===== config.mk =====
export PLATFORM = sky130hd
export DESIGN_NAME = event_time_packer_flat
export DESIGN_NICKNAME = d
export VERILOG_FILES = /design/src/rtl/ebc_pkg.sv /design/src/rtl/event_time_packer_if.sv /design/src/rtl/ebc_sync_fifo.sv /design/src/rtl/event_time_packer.sv /design/src/flat_wrapper.sv
export SDC_FILE = /design/constraint.sdc
export NUM_CORES = 1
export LEC_CHECK = 0
export ABC_CLOCK_PERIOD_IN_PS = 15800
export BUFFER_PORTS_ARGS = -buffer_cell sky130_fd_sc_hd__buf_4
export CORE_UTILIZATION = 45
export CTS_CLUSTER_SIZE = 28
export DETAILED_ROUTE_END_ITERATION = 7
export GPL_ROUTABILITY_DRIVEN = 0
export PLACE_DENSITY = 0.69
export SLEW_MARGIN = 15
export SYNTH_ARGS = -nofsm -noshare
export SYNTH_HDL_FRONTEND = slang
export SYNTH_SLANG_ARGS = --single-unit

===== constraint.sdc =====
create_clock -name clk_i -period 15.8 [get_ports clk_i]
set_clock_uncertainty 0.15 [all_clocks]
set_input_delay 0.79 -clock clk_i [delete_from_list [all_inputs] [get_ports clk_i]]
set_output_delay 0.79 -clock clk_i [all_outputs]
set_load 0.02 [all_outputs]

===== src/rtl/ebc_pkg.sv =====
// Purpose: shared types for the event time packer (FSM states, word-type tags, FIFO entry layout).
// Latency: n/a (types and constants only).
// Backpressure: n/a.
package ebc_pkg;

   // Default widths; the FIFO entry layout below is built from these.
   localparam int EBC_SIZE   = 32;
   localparam int EBC_ADDR_W = 16;

   typedef enum logic [1:0] {
      IDLE   = 2'd0,
      S_TIME = 2'd1,
      S_EVT  = 2'd2
   } state_t;

   // MSB of every output word tells the reader how to parse the rest.
   localparam logic WT_EVENT = 1'b0;
   localparam logic WT_TIME  = 1'b1;

   typedef struct packed {
      logic [EBC_SIZE-1:0]   ts;
      logic [EBC_ADDR_W-1:0] addr;
   } fifo_entry_t;

endpackage


===== src/rtl/event_time_packer_if.sv =====
// Purpose: event input stream and packed-word output stream of the event time packer.
// Latency: n/a (wires only).
// Backpressure: event side stalls on event_ready_o, word side on pkt_ready_i.
// Ports: master = upstream/downstream side, slave = packer side.
interface event_time_packer_if #(
   parameter int SIZE    = 32,
   parameter int ADDR_W  = 16,
   parameter int DELTA_W = 16,
   parameter int DROP_W  = 16
) ();
   localparam int PKT_W = 1 + DELTA_W + ADDR_W;

   logic              event_valid_i;
   logic [SIZE-1:0]   timestamp_i;
   logic [ADDR_W-1:0] event_addr_i;
   logic              event_ready_o;
   logic              pkt_valid_o;
   logic              pkt_ready_i;
   logic [PKT_W-1:0]  pkt_data_o;
   logic [DROP_W-1:0] drop_count_o;

   modport master (
      output event_valid_i, timestamp_i, event_addr_i, pkt_ready_i,
      input  event_ready_o, pkt_valid_o, pkt_data_o, drop_count_o
   );

   modport slave (
      input  event_valid_i, timestamp_i, event_addr_i, pkt_ready_i,
      output event_ready_o, pkt_valid_o, pkt_data_o, drop_count_o
   );
endinterface


===== src/rtl/ebc_sync_fifo.sv =====
// Purpose: generic single-clock FIFO with registered occupancy, full/empty flags.
// Latency: written entry is visible on rd_data_o the cycle after the write.
// Backpressure: writes while full and pops while empty are ignored.
// Ports: clk_i/reset_i (sync, active high), wr_en_i/wr_data_i, rd_en_i/rd_data_o, full_o, empty_o.
module ebc_sync_fifo #(
   parameter int W     = 8,
   parameter int DEPTH = 8
) (
   input  logic         clk_i,
   input  logic         reset_i,
   input  logic         wr_en_i,
   input  logic [W-1:0] wr_data_i,
   input  logic         rd_en_i,
   output logic [W-1:0] rd_data_o,
   output logic         full_o,
   output logic         empty_o
);
   localparam int AW = $clog2(DEPTH);

   logic [W-1:0]  mem_q [DEPTH];
   logic [AW-1:0] wr_ptr_q, wr_ptr_d;
   logic [AW-1:0] rd_ptr_q, rd_ptr_d;
   logic [AW:0]   count_q, count_d;
   logic          wr, rd;

   // Flags come straight from the registered count, so a pop never frees a slot in the same cycle.
   assign full_o    = (count_q == (AW+1)'(DEPTH));
   assign empty_o   = (count_q == '0);
   assign wr        = wr_en_i && !full_o;
   assign rd        = rd_en_i && !empty_o;
   assign rd_data_o = mem_q[rd_ptr_q];

   always_comb begin
      wr_ptr_d = wr_ptr_q;
      rd_ptr_d = rd_ptr_q;
      if (wr) wr_ptr_d = wr_ptr_q + AW'(1);
      if (rd) rd_ptr_d = rd_ptr_q + AW'(1);
      count_d = count_q + (AW+1)'(wr) - (AW+1)'(rd);
   end

   always_ff @(posedge clk_i) begin
      if (reset_i) begin
         wr_ptr_q <= '0;
         rd_ptr_q <= '0;
         count_q  <= '0;
      end else begin
         wr_ptr_q <= wr_ptr_d;
         rd_ptr_q <= rd_ptr_d;
         count_q  <= count_d;
      end
   end

   // Storage needs no reset: occupancy alone decides what is valid.
   always_ff @(posedge clk_i) begin
      if (wr) mem_q[wr_ptr_q] <= wr_data_i;
   end
endmodule


===== src/rtl/event_time_packer.sv =====
// Purpose: packs timestamped pixel events into delta-time EVENT words, inserting TIME words when needed.
// Latency: event accepted in cycle 0 appears as a word in cycle 2 (empty FIFO, no TIME word).
// Backpressure: pkt_ready_i low holds the word; a full FIFO drops events and counts them.
// Ports: clk_i, reset_i (sync, active high), bus (slave view of event_time_packer_if).
module event_time_packer
   import ebc_pkg::*;
#(
   parameter int SIZE    = EBC_SIZE,
   parameter int ADDR_W  = EBC_ADDR_W,
   parameter int DELTA_W = 16,
   parameter int DEPTH   = 8,
   parameter int DROP_W  = 16
) (
   input  logic              clk_i,
   input  logic              reset_i,
   event_time_packer_if.slave bus
);
   localparam int PKT_W = 1 + DELTA_W + ADDR_W;
   localparam logic [SIZE-1:0] MAX_DELTA = SIZE'((64'd1 << DELTA_W) - 64'd1);

   fifo_entry_t       wr_entry, rd_entry;
   logic              full, empty, pop;
   logic [SIZE-1:0]   delta;
   logic              need_time;

   state_t            state_q, state_d;
   logic [SIZE-1:0]   base_ts_q, base_ts_d;
   logic              base_valid_q, base_valid_d;
   logic [ADDR_W-1:0] addr_q, addr_d;
   logic [PKT_W-1:0]  pkt_data_q, pkt_data_d;
   logic              pkt_valid_q, pkt_valid_d;
   logic [DROP_W-1:0] drop_q, drop_d;

   function automatic logic [PKT_W-1:0] time_word(input logic [SIZE-1:0] ts);
      logic [PKT_W-1:0] w;
      w            = '0;
      w[PKT_W-1]   = WT_TIME;
      w[SIZE-1:0]  = ts;
      return w;
   endfunction

   function automatic logic [PKT_W-1:0] evt_word(input logic [DELTA_W-1:0] d,
                                                 input logic [ADDR_W-1:0] a);
      return {WT_EVENT, d, a};
   endfunction

   assign wr_entry = '{ts: bus.timestamp_i, addr: bus.event_addr_i};

   ebc_sync_fifo #(.W($bits(fifo_entry_t)), .DEPTH(DEPTH)) u_fifo (
      .clk_i     (clk_i),
      .reset_i   (reset_i),
      .wr_en_i   (bus.event_valid_i),
      .wr_data_i (wr_entry),
      .rd_en_i   (pop),
      .rd_data_o (rd_entry),
      .full_o    (full),
      .empty_o   (empty)
   );

   // Modular difference: wrap and backwards time both show up as a huge delta.
   assign delta     = rd_entry.ts - base_ts_q;
   assign need_time = !base_valid_q || (delta > MAX_DELTA);

   always_comb begin
      state_d      = state_q;
      base_ts_d    = base_ts_q;
      base_valid_d = base_valid_q;
      addr_d       = addr_q;
      pkt_data_d   = pkt_data_q;
      pkt_valid_d  = pkt_valid_q;
      drop_d       = drop_q;
      pop          = 1'b0;

      if (bus.event_valid_i && full && (drop_q != '1)) drop_d = drop_q + DROP_W'(1);

      case (state_q)
         IDLE:   pop = !empty;
         S_TIME: if (bus.pkt_ready_i) begin
                    state_d    = S_EVT;
                    pkt_data_d = evt_word('0, addr_q);
                 end
         S_EVT:  if (bus.pkt_ready_i) begin
                    if (!empty) begin
                       pop = 1'b1;
                    end else begin
                       state_d     = IDLE;
                       pkt_valid_d = 1'b0;
                    end
                 end
         default: state_d = IDLE;
      endcase

      // The base always advances to the popped timestamp, so deltas chain event to event.
      if (pop) begin
         addr_d      = rd_entry.addr;
         base_ts_d   = rd_entry.ts;
         pkt_valid_d = 1'b1;
         if (need_time) begin
            base_valid_d = 1'b1;
            state_d      = S_TIME;
            pkt_data_d   = time_word(rd_entry.ts);
         end else begin
            state_d    = S_EVT;
            pkt_data_d = evt_word(delta[DELTA_W-1:0], rd_entry.addr);
         end
      end
   end

   always_ff @(posedge clk_i) begin
      if (reset_i) begin
         state_q      <= IDLE;
         base_ts_q    <= '0;
         base_valid_q <= 1'b0;
         addr_q       <= '0;
         pkt_data_q   <= '0;
         pkt_valid_q  <= 1'b0;
         drop_q       <= '0;
      end else begin
         state_q      <= state_d;
         base_ts_q    <= base_ts_d;
         base_valid_q <= base_valid_d;
         addr_q       <= addr_d;
         pkt_data_q   <= pkt_data_d;
         pkt_valid_q  <= pkt_valid_d;
         drop_q       <= drop_d;
      end
   end

   assign bus.event_ready_o = !full;
   assign bus.pkt_valid_o   = pkt_valid_q;
   assign bus.pkt_data_o    = pkt_data_q;
   assign bus.drop_count_o  = drop_q;
endmodule


===== src/flat_wrapper.sv =====
// flat-port wrapper written by rule: the top's interface ports become plain ports
module event_time_packer_flat import ebc_pkg::*;
#(
   parameter int SIZE    = EBC_SIZE,
   parameter int ADDR_W  = EBC_ADDR_W,
   parameter int DELTA_W = 16,
   parameter int DEPTH   = 8,
   parameter int DROP_W  = 16
)
  (clk_i, reset_i, bus_event_valid_i, bus_timestamp_i, bus_event_addr_i, bus_pkt_ready_i, bus_event_ready_o, bus_pkt_valid_o, bus_pkt_data_o, bus_drop_count_o);
  event_time_packer_if #(.SIZE(SIZE), .ADDR_W(ADDR_W), .DELTA_W(DELTA_W), .DROP_W(DROP_W)) bus_i ();
  input  logic clk_i;
  input  logic reset_i;
  input wire logic [$bits(bus_i.event_valid_i)-1:0] bus_event_valid_i;
  input wire logic [$bits(bus_i.timestamp_i)-1:0] bus_timestamp_i;
  input wire logic [$bits(bus_i.event_addr_i)-1:0] bus_event_addr_i;
  input wire logic [$bits(bus_i.pkt_ready_i)-1:0] bus_pkt_ready_i;
  output wire logic [$bits(bus_i.event_ready_o)-1:0] bus_event_ready_o;
  output wire logic [$bits(bus_i.pkt_valid_o)-1:0] bus_pkt_valid_o;
  output wire logic [$bits(bus_i.pkt_data_o)-1:0] bus_pkt_data_o;
  output wire logic [$bits(bus_i.drop_count_o)-1:0] bus_drop_count_o;
  assign bus_i.event_valid_i = bus_event_valid_i;
  assign bus_i.timestamp_i = bus_timestamp_i;
  assign bus_i.event_addr_i = bus_event_addr_i;
  assign bus_i.pkt_ready_i = bus_pkt_ready_i;
  assign bus_event_ready_o = bus_i.event_ready_o;
  assign bus_pkt_valid_o = bus_i.pkt_valid_o;
  assign bus_pkt_data_o = bus_i.pkt_data_o;
  assign bus_drop_count_o = bus_i.drop_count_o;
  event_time_packer #(.SIZE(SIZE), .ADDR_W(ADDR_W), .DELTA_W(DELTA_W), .DEPTH(DEPTH), .DROP_W(DROP_W)) u_core (.clk_i(clk_i), .reset_i(reset_i), .bus(bus_i));
endmodule

==> impl_metrics.json, run 1 <==
{
  "status": "finished with violations",
  "violations": "design-rule violations",
  "area.growth.synth_to_final_pct": 14.6,
  "fin_crit_sh_pct": 37.6,
  "clkTransAtPathRegs_ns": 0.06,
  "pin_count": 103,
  "drv_cap": 0,
  "via_per_inst": 5.76,
  "worstPathRequired_ns": 16.19,
  "cts_root_buffer": "clkbuf_16",
  "crit_type": "reg2reg",
  "synth-xor-area-share_pct": 1.23,
  "setup-violations-final": 0,
  "synth_top_family_by_area": "multiplexers",
  "dieArea_mm2": 0.0483,
  "synth_largest_area_cell": "edfxtp_1",
  "grt_antenna_before_repair": 0,
  "drtPass1Iterations": 8,
  "grtUsageTotal_pct": 20.3,
  "tns_ns": 0,
  "yosysTopAreaCellShare_pct": 54.1,
  "vias": 12804,
  "drv_slew": 0,
  "nNetsFinal": 1671,
  "worstSetupEndpoint": "u_core.bus.pkt_data_o[30]",
  "syn_avg_cell_area_um2": 14.4,
  "fin_cells": 2224,
  "cts_tree": "done",
  "fin_ws_ns": 9.87,
  "first_global_vias": 12454,
  "p_per_area_mw_per_mm2": 200,
  "grt_max_degree": 101,
  "drive_gt1_share_pct": 22.8,
  "ys.flop_type": "edfxtp_1",
  "fp-row-count": 79,
  "fill_cells": 3835,
  "die_x_um": 220,
  "synth_fa_ha_area_share_pct": 2.65,
  "start_util_pct": 45.7,
  "min_period_ns": 5.93,
  "crit_path_max_fanout": 44,
  "drt_iter0_markers": 1010,
  "hold_buffers": 0,
  "overflow": 0,
  "synth.distinct_cells": 75,
  "async_reset_ff_share_pct": 0,
  "tightest_slew_ns": 0.974,
  "regToRegEndpoint": "u_core.bus.pkt_data_o[30]",
  "ys_ff_latch": 498,
  "dpl.hpwl_um": 29400,
  "cts_resized": 0,
  "synth.area.top_cells": "edfxtp_1 (54%), dfxtp_1 (11%), mux4_2 (9.9%), ha_1 (2.5%), nor2_1 (2.4%)",
  "cp-end-kind": "flop",
  "max-slew-margin-rel_pct": 35.1,
  "muxShareOfSynthArea_pct": 13.7,
  "syn_inst": 1476,
  "hp-class": "in2reg",
  "synth-edff-count": 384,
  "synth_nets": 1572,
  "cts_inserted_buffers": 51,
  "synth-compound-area-share_pct": 7.43,
  "htree_levels": 2,
  "core-area_mm2": 0.0467,
  "cts.sinks": 498,
  "post-route-drc-count": 8,
  "yosys.area_share.simple_pct": 7.78,
  "r2r_setup_slack_ns": 9.87,
  "portBuffers": 102,
  "post_cts_buffers": 0,
  "p_leak_nw": 8.30,
  "antenna_cells": 0,
  "critPathArrivalTime_ns": 6.33,
  "yosysWarnings": 0,
  "yosysSeqAreaShare_pct": 64.8,
  "wl_per_cell_um": 21.7,
  "vdd_drop_max_mv": 0.116,
  "grt_pass1_wl_um": 73300,
  "fmaxAchievable_mhz": 169,
  "reg2regPathDepth": 15,
  "start_kind": "flop",
  "ant_nets": 0,
  "synth_area_mm2": 0.0213,
  "die_h_um": 220,
  "pre_cts_slack_ns": 9.84,
  "hold_viol_final": 0,
  "rsz0062_at_grt": "no",
  "drt_wl_total_um": 48300,
  "dp_cells": 2129,
  "cts_buffer_depth": 3,
  "clk_latency_ns": 0.62
}
## registers in the layout, indices dropped and copies added (netlist names), named ones only
register	count
u_core.u_fifo.count_q	4
u_core.base_valid_q	1
u_core.base_ts_q	32
u_core.u_fifo.rd_ptr_q	3
u_core.bus.pkt_data_o	33
u_core.u_fifo.wr_ptr_q	3
u_core.bus.pkt_valid_o	1
u_core.bus.drop_count_o	16
u_core.u_fifo.mem_q	384
u_core.addr_q	16
u_core.state_q	2
## logic make-up after synthesis
logic type,after synthesis
buf+inv,128
fa+ha+maj,44
simple gates,364
mux,167
compound gates,245
xor+xnor,30
flops,498
## layout by cell type, fill, tap and decap left out, drive strengths merged, types with 8 or more instances in the layout
cell type / count
a211oi: 39
a21o: 8
a21oi: 85
buf: 122
clkbuf: 65
clkinv: 19
dfxtp: 114
edfxtp: 384
ha: 42
inv: 53
mux2: 39
mux2i: 34
mux4: 94
nand2: 111
nand3: 32
nand4: 17
nor2: 134
nor3: 12
o211ai: 19
o21ai: 52
or3: 14
xnor2: 14
xor2: 16
## where the power goes
part,switching (mW),internal [mW]
clock network,0.510,0.689
logic,1.23,0.785
registers,0.110,1.57
total,1.85,3.05
## routing by layer
layer  GRT usage [%]  up-vias  wire (um)
met5               0        -          0
met4            7.08        0       1340
met3            2.93       81       2970
met2            33.5      408      23900
met1            27.5     6472      20100
li1                -     5843          -
## final cells by class
| cell class | instances | area (um^2) | area share, % |
|---|---|---|---|
| Sequential cell | 498 | 13800 | 56.5 |
| Timing Repair Buffer | 122 | 916 | 3.75 |
| Inverter | 52 | 195 | 0.798 |
| Tap cell | 607 | 759 | 3.11 |
| Clock inverter | 30 | 317 | 1.29 |
| Multi-Input combinational cell | 850 | 7060 | 28.9 |
| Clock buffer | 65 | 1380 | 5.64 |
## cell usage after synthesis (all sizes together) (12+ instances only)
| library cell | n |
|---|---|
| edfxtp | 384 |
| nor2 | 134 |
| dfxtp | 114 |
| nand2 | 111 |
| mux4 | 94 |
| a21oi | 85 |
| o21ai | 52 |
| inv | 51 |
| clkbuf | 47 |
| ha | 42 |
| a211oi | 39 |
| mux2 | 39 |
| mux2i | 34 |
| nand3 | 32 |
| buf | 29 |
| o211ai | 19 |
| nand4 | 17 |
| xor2 | 16 |
| or3 | 14 |
| xnor2 | 14 |
| nor3 | 12 |
## critical path: stages, from the launching register on
cell       delay [ns]
dfxtp_4          0.56
buf_4            0.72
mux4_2           0.60
mux2i_1          0.36
inv_1            0.09
ha_1             0.37
a21oi_1          0.33
o211ai_1         0.23
a21boi_0         0.28
nand4_1          0.19
a211oi_1         0.29
a311oi_1         0.10
nand4bb_1        0.21
or3_1            0.67
or4_1            0.60
nand3_1          0.08
## worst min-delay path by stage
stage | slack [ns] | from | cells past startpoint | endpoint
3_3_place_gp | 0.29 | u_core.state_q[1] | 1 | u_core.bus.pkt_valid_o
6_report | 0.25 | bus_event_addr_i[11] | 1 | u_core.u_fifo.mem_q[7][11]
2_1_floorplan | 0.27 | u_core.state_q[1] | 1 | u_core.bus.pkt_valid_o
5_1_grt | 0.24 | bus_event_addr_i[12] | 1 | u_core.u_fifo.mem_q[3][12]
4_1_cts | 0.22 | bus_event_addr_i[11] | 1 | u_core.u_fifo.mem_q[7][11]
3_5_place_dp | 0.29 | u_core.state_q[1] | 1 | u_core.bus.pkt_valid_o
## metrics by stage
step	instance area (um^2)	power [mW]	hold slack, ns	utilization [%]
floorplan	21300	3.11	0.269	-
global placement	22800	3.67	0.288	48.8
detailed placement	22800	3.70	0.291	48.8
CTS	24400	4.90	0.218	52.4
global route	24400	5.16	0.241	52.4
finish	24400	4.90	0.249	52.4
No activity file was read; power rests on OpenSTA's default activity.
==> run 2: changes to the inputs <==
--- a/config.mk
+++ b/config.mk
@@ -5,13 +5,14 @@
 export SDC_FILE = /design/constraint.sdc
 export NUM_CORES = 1
 export LEC_CHECK = 0
-export ABC_CLOCK_PERIOD_IN_PS = 15800
+export ABC_AREA = 1
+export ABC_CLOCK_PERIOD_IN_PS = 5700
 export BUFFER_PORTS_ARGS = -buffer_cell sky130_fd_sc_hd__buf_4
 export CORE_UTILIZATION = 45
 export CTS_CLUSTER_SIZE = 28
 export DETAILED_ROUTE_END_ITERATION = 7
 export GPL_ROUTABILITY_DRIVEN = 0
-export PLACE_DENSITY = 0.69
+export PLACE_DENSITY = 0.68
 export SLEW_MARGIN = 15
 export SYNTH_ARGS = -nofsm -noshare
 export SYNTH_HDL_FRONTEND = slang
==> constraint.sdc (replaced) <==
create_clock -name clk_i -period 5.7 [get_ports clk_i]
set_clock_uncertainty 0.15 [all_clocks]
set_input_delay 0.285 -clock clk_i [delete_from_list [all_inputs] [get_ports clk_i]]
set_output_delay 0.285 -clock clk_i [all_outputs]
set_load 0.02 [all_outputs]
==> run 2 against run 1 <==
  * Final cell count increased by 43%
  * Largest cell class unchanged
  * Largest power group unchanged
  * Utilization increased by 0.99 points
  * Clock power increased to 2.8 times the previous value
  * The run now ends clean
==> impl_metrics.json, run 2 <==
{
  "status": "finished clean",
  "first_global_vias": 16372,
  "cts_inserted_buffers": 52,
  "yosysWarnings": 0,
  "drt_iter0_markers": 1657,
  "fp-row-count": 81,
  "synthMostInstantiatedCell": "nand2_1",
  "reg2regPathDepth": 23,
  "vias": 17121,
  "drtPass1Iterations": 5,
  "top_register": "u_core.u_fifo.mem_q",
  "nNetsFinal": 2575,
  "fin_total_pwr_mw": 15.5,
  "drv_slew": 0,
  "cts_root_buffer": "clkbuf_16",
  "cts_resized": 0,
  "overflow": 0,
  "start_util_pct": 45.8,
  "synth_nets": 2443,
  "die_x_um": 226,
  "max-slew-margin-rel_pct": 23.3,
  "rsz0062_at_grt": "no",
  "cp-end-kind": "flop",
  "via_per_inst": 5.37,
  "async_reset_ff_share_pct": 0,
  "tns_ns": 0,
  "cts_tree": "done",
  "syn_avg_cell_area_um2": 9.59,
  "area.growth.synth_to_final_pct": 16.6,
  "path_common_cell": "nand2_1",
  "syn_inst": 2347,
  "p_per_area_mw_per_mm2": 590,
  "layout_common_cells": "nand2_1 (393), edfxtp_1 (384), nor2_1 (315), inv_1 (268), o21ai_0 (258)",
  "crit_chain": "buf_4 > o21ai_0 > o22ai_1 > inv_1 > o21ai_0 > ha_1 > nand2_1 > inv_1 > nand2_1 > nand2_1 > a21oi_1 > nand2_1 > nand2_1 > nand3_1 > nor2_1 > nand4_1 > nor2_1 > nand2_2 > nand2_2 > nand2_1 > nand3_1 > nand2_1 > inv_1",
  "synth.distinct_cells": 46,
  "min_path_cells": 2,
  "combPwrFrac_pct": 48.7,
  "multi_input_area_mm2": 0.00723,
  "post-route-drc-count": 0,
  "crit_type": "reg2reg",
  "grt_antenna_before_repair": 3,
  "cts_buffer_depth": 3,
  "p_int_mw": 8.67,
  "fin_crit_sh_pct": 93.9,
  "drt_wl_total_um": 57900,
  "drv_cap": 0,
  "core-area_mm2": 0.0492,
  "clk_latency_ns": 0.62,
  "final_area_mm2": 0.0262,
  "tightest_slew_ns": 1.15,
  "pin_count": 103,
  "die_h_um": 226,
  "clkPwrFrac_pct": 21.6,
  "clkTransAtPathRegs_ns": 0.06,
  "largest_register_ffs": 384,
  "drive_gt1_share_pct": 11.2,
  "ys.flop_type": "edfxtp_1",
  "fmaxAchievable_mhz": 187,
  "synth-edff-count": 384,
  "fill_cells": 4313,
  "synth_largest_area_cell": "edfxtp_1",
  "hold_viol_final": 0,
  "hp-class": "in2reg",
  "cts.sinks": 498,
  "portBuffers": 102,
  "grt_pass1_wl_um": 89400,
  "dpl.hpwl_um": 36100,
  "p_leak_nw": 10.3,
  "regArea_mm2": 0.0138,
  "ys_ff_latch": 498,
  "synth_area_mm2": 0.0225,
  "slowest_delay_ns": 0.71,
  "vdd_drop_max_mv": 0.296,
  "seq_power_share_pct": 29.7,
  "grtUsageTotal_pct": 22.8,
  "start_kind": "flop",
  "yosysSeqAreaShare_pct": 61.4,
  "swShare_pct": 44.0,
  "min_period_ns": 5.35,
  "setup-violations-final": 0,
  "layout_commonest_cell": "nand2_1",
  "ant_nets": 0,
  "synthTopCellsByCount": "nand2_1 (393), edfxtp_1 (384), nor2_1 (323), inv_1 (270), o21ai_0 (258)",
  "place_area_mm2": 0.0240,
  "wl_per_cell_um": 18.2,
  "dieArea_mm2": 0.0509,
  "worstPathRequired_ns": 6.10,
  "p_switching_mw": 6.81,
  "grt_max_degree": 99,
  "synth.area.top_cells": "edfxtp_1 (51%), dfxtp_1 (10%), nand2_1 (6.6%), o21ai_0 (5.7%), nor2_1 (5.4%)",
  "crit_path_max_fanout": 74,
  "critPathSlowestCell": "dfxtp_4",
  "critPathArrivalTime_ns": 5.75,
  "htree_levels": 2,
  "yosysTopAreaCellShare_pct": 51.2
}
==> run 2: cell types whose count changed after synthesis, sizes merged, moves of 29 or more <==
cell	before	now
nand3	32	103
mux2	39	0
inv	51	285
a211oi	39	10
mux4	94	0
mux2i	34	0
nor2	134	334
o21ai	52	263
o22ai	2	73
clkbuf	47	92
nand2	111	411
==> run 2: repair_timing <==
item | CTS | global route
hold buffers | 50 | 0
buffers inserted | 0 | 0
endpoints found under the hold margin | 389 | 0
==> run 2: cell type report <==
type	instances	share of cell area (%)
Antenna cell	1	0.00953
Inverter	289	4.14
Clock inverter	33	1.12
Timing Repair Buffer	189	5.98
Tap cell	664	3.17
Clock buffer	65	5.39
Sequential cell	498	52.6
Multi-Input combinational cell	1449	27.6
==> run 2: kinds of logic (layout without fill, tap and decap cells) <==
logic type | Yosys count | count (layout) | share of synthesized area (%)
AND/OR/NAND/NOR | 911 | 911 | 17.0
other | 0 | 1 | 0
buffers and inverters | 400 | 576 | 6.80
adder cells (fa/ha/maj) | 44 | 44 | 2.51
XOR/XNOR | 18 | 18 | 0.700
flip-flops | 498 | 498 | 61.4
AO/OA/AOI/OAI | 476 | 476 | 11.6
==> run 2: final timing paths <==
path | start | to | slack [ns]
worst max-delay path | flop | u_core.bus.pkt_data_o[1] | 0.35
worst max register to register | flop | u_core.bus.pkt_data_o[1] | 0.35
worst min-delay path | reset_i | u_core.addr_q[5] | 0.11
worst min register to register | u_core.u_fifo.rd_ptr_q[2] | flop | 0.31
==> run 2: stage by stage <==
step / util (%) / instances / setup WS, ns / hold slack (ns)
floorplan: - / 2347 / 1.85 / 0.234
detailed placement: 48.9 / 3039 / 0.519 / 0.306
global route: 53.4 / 3188 / 0.0163 / 0.130
finish: 53.4 / 3188 / 0.350 / 0.106
global placement: 48.9 / 3039 / 0.649 / 0.293
CTS: 53.4 / 3187 / 0.478 / 0.0901
==> run 2: power by group through the flow <==
stage	clock (mW)	combinational, mW	sequential (mW)
finish	3.35	7.53	4.60
global route	3.53	8.37	4.64
CTS	3.39	7.42	4.60
detailed placement	0	7.35	4.67
global placement	0	7.23	4.65
floorplan	0	5.11	4.71
==> run 2: critical path: cells and delay by family, from the launching register on <==
kind | cells | cell delay [ns]
buffers and inverters | 4 | 0.82
AO/OA/AOI/OAI | 4 | 1.29
flip-flops | 1 | 0.71
adder cells (fa/ha/maj) | 1 | 0.45
AND/OR/NAND/NOR | 14 | 1.82
==> run 2: metal layers <==
layer	track usage (%)	routed length, um	vias up
met5	0	13	-
met4	8.03	1600	2
met3	4.35	4330	107
met2	37.0	26900	639
met1	30.5	25000	8163
li1	-	-	8210
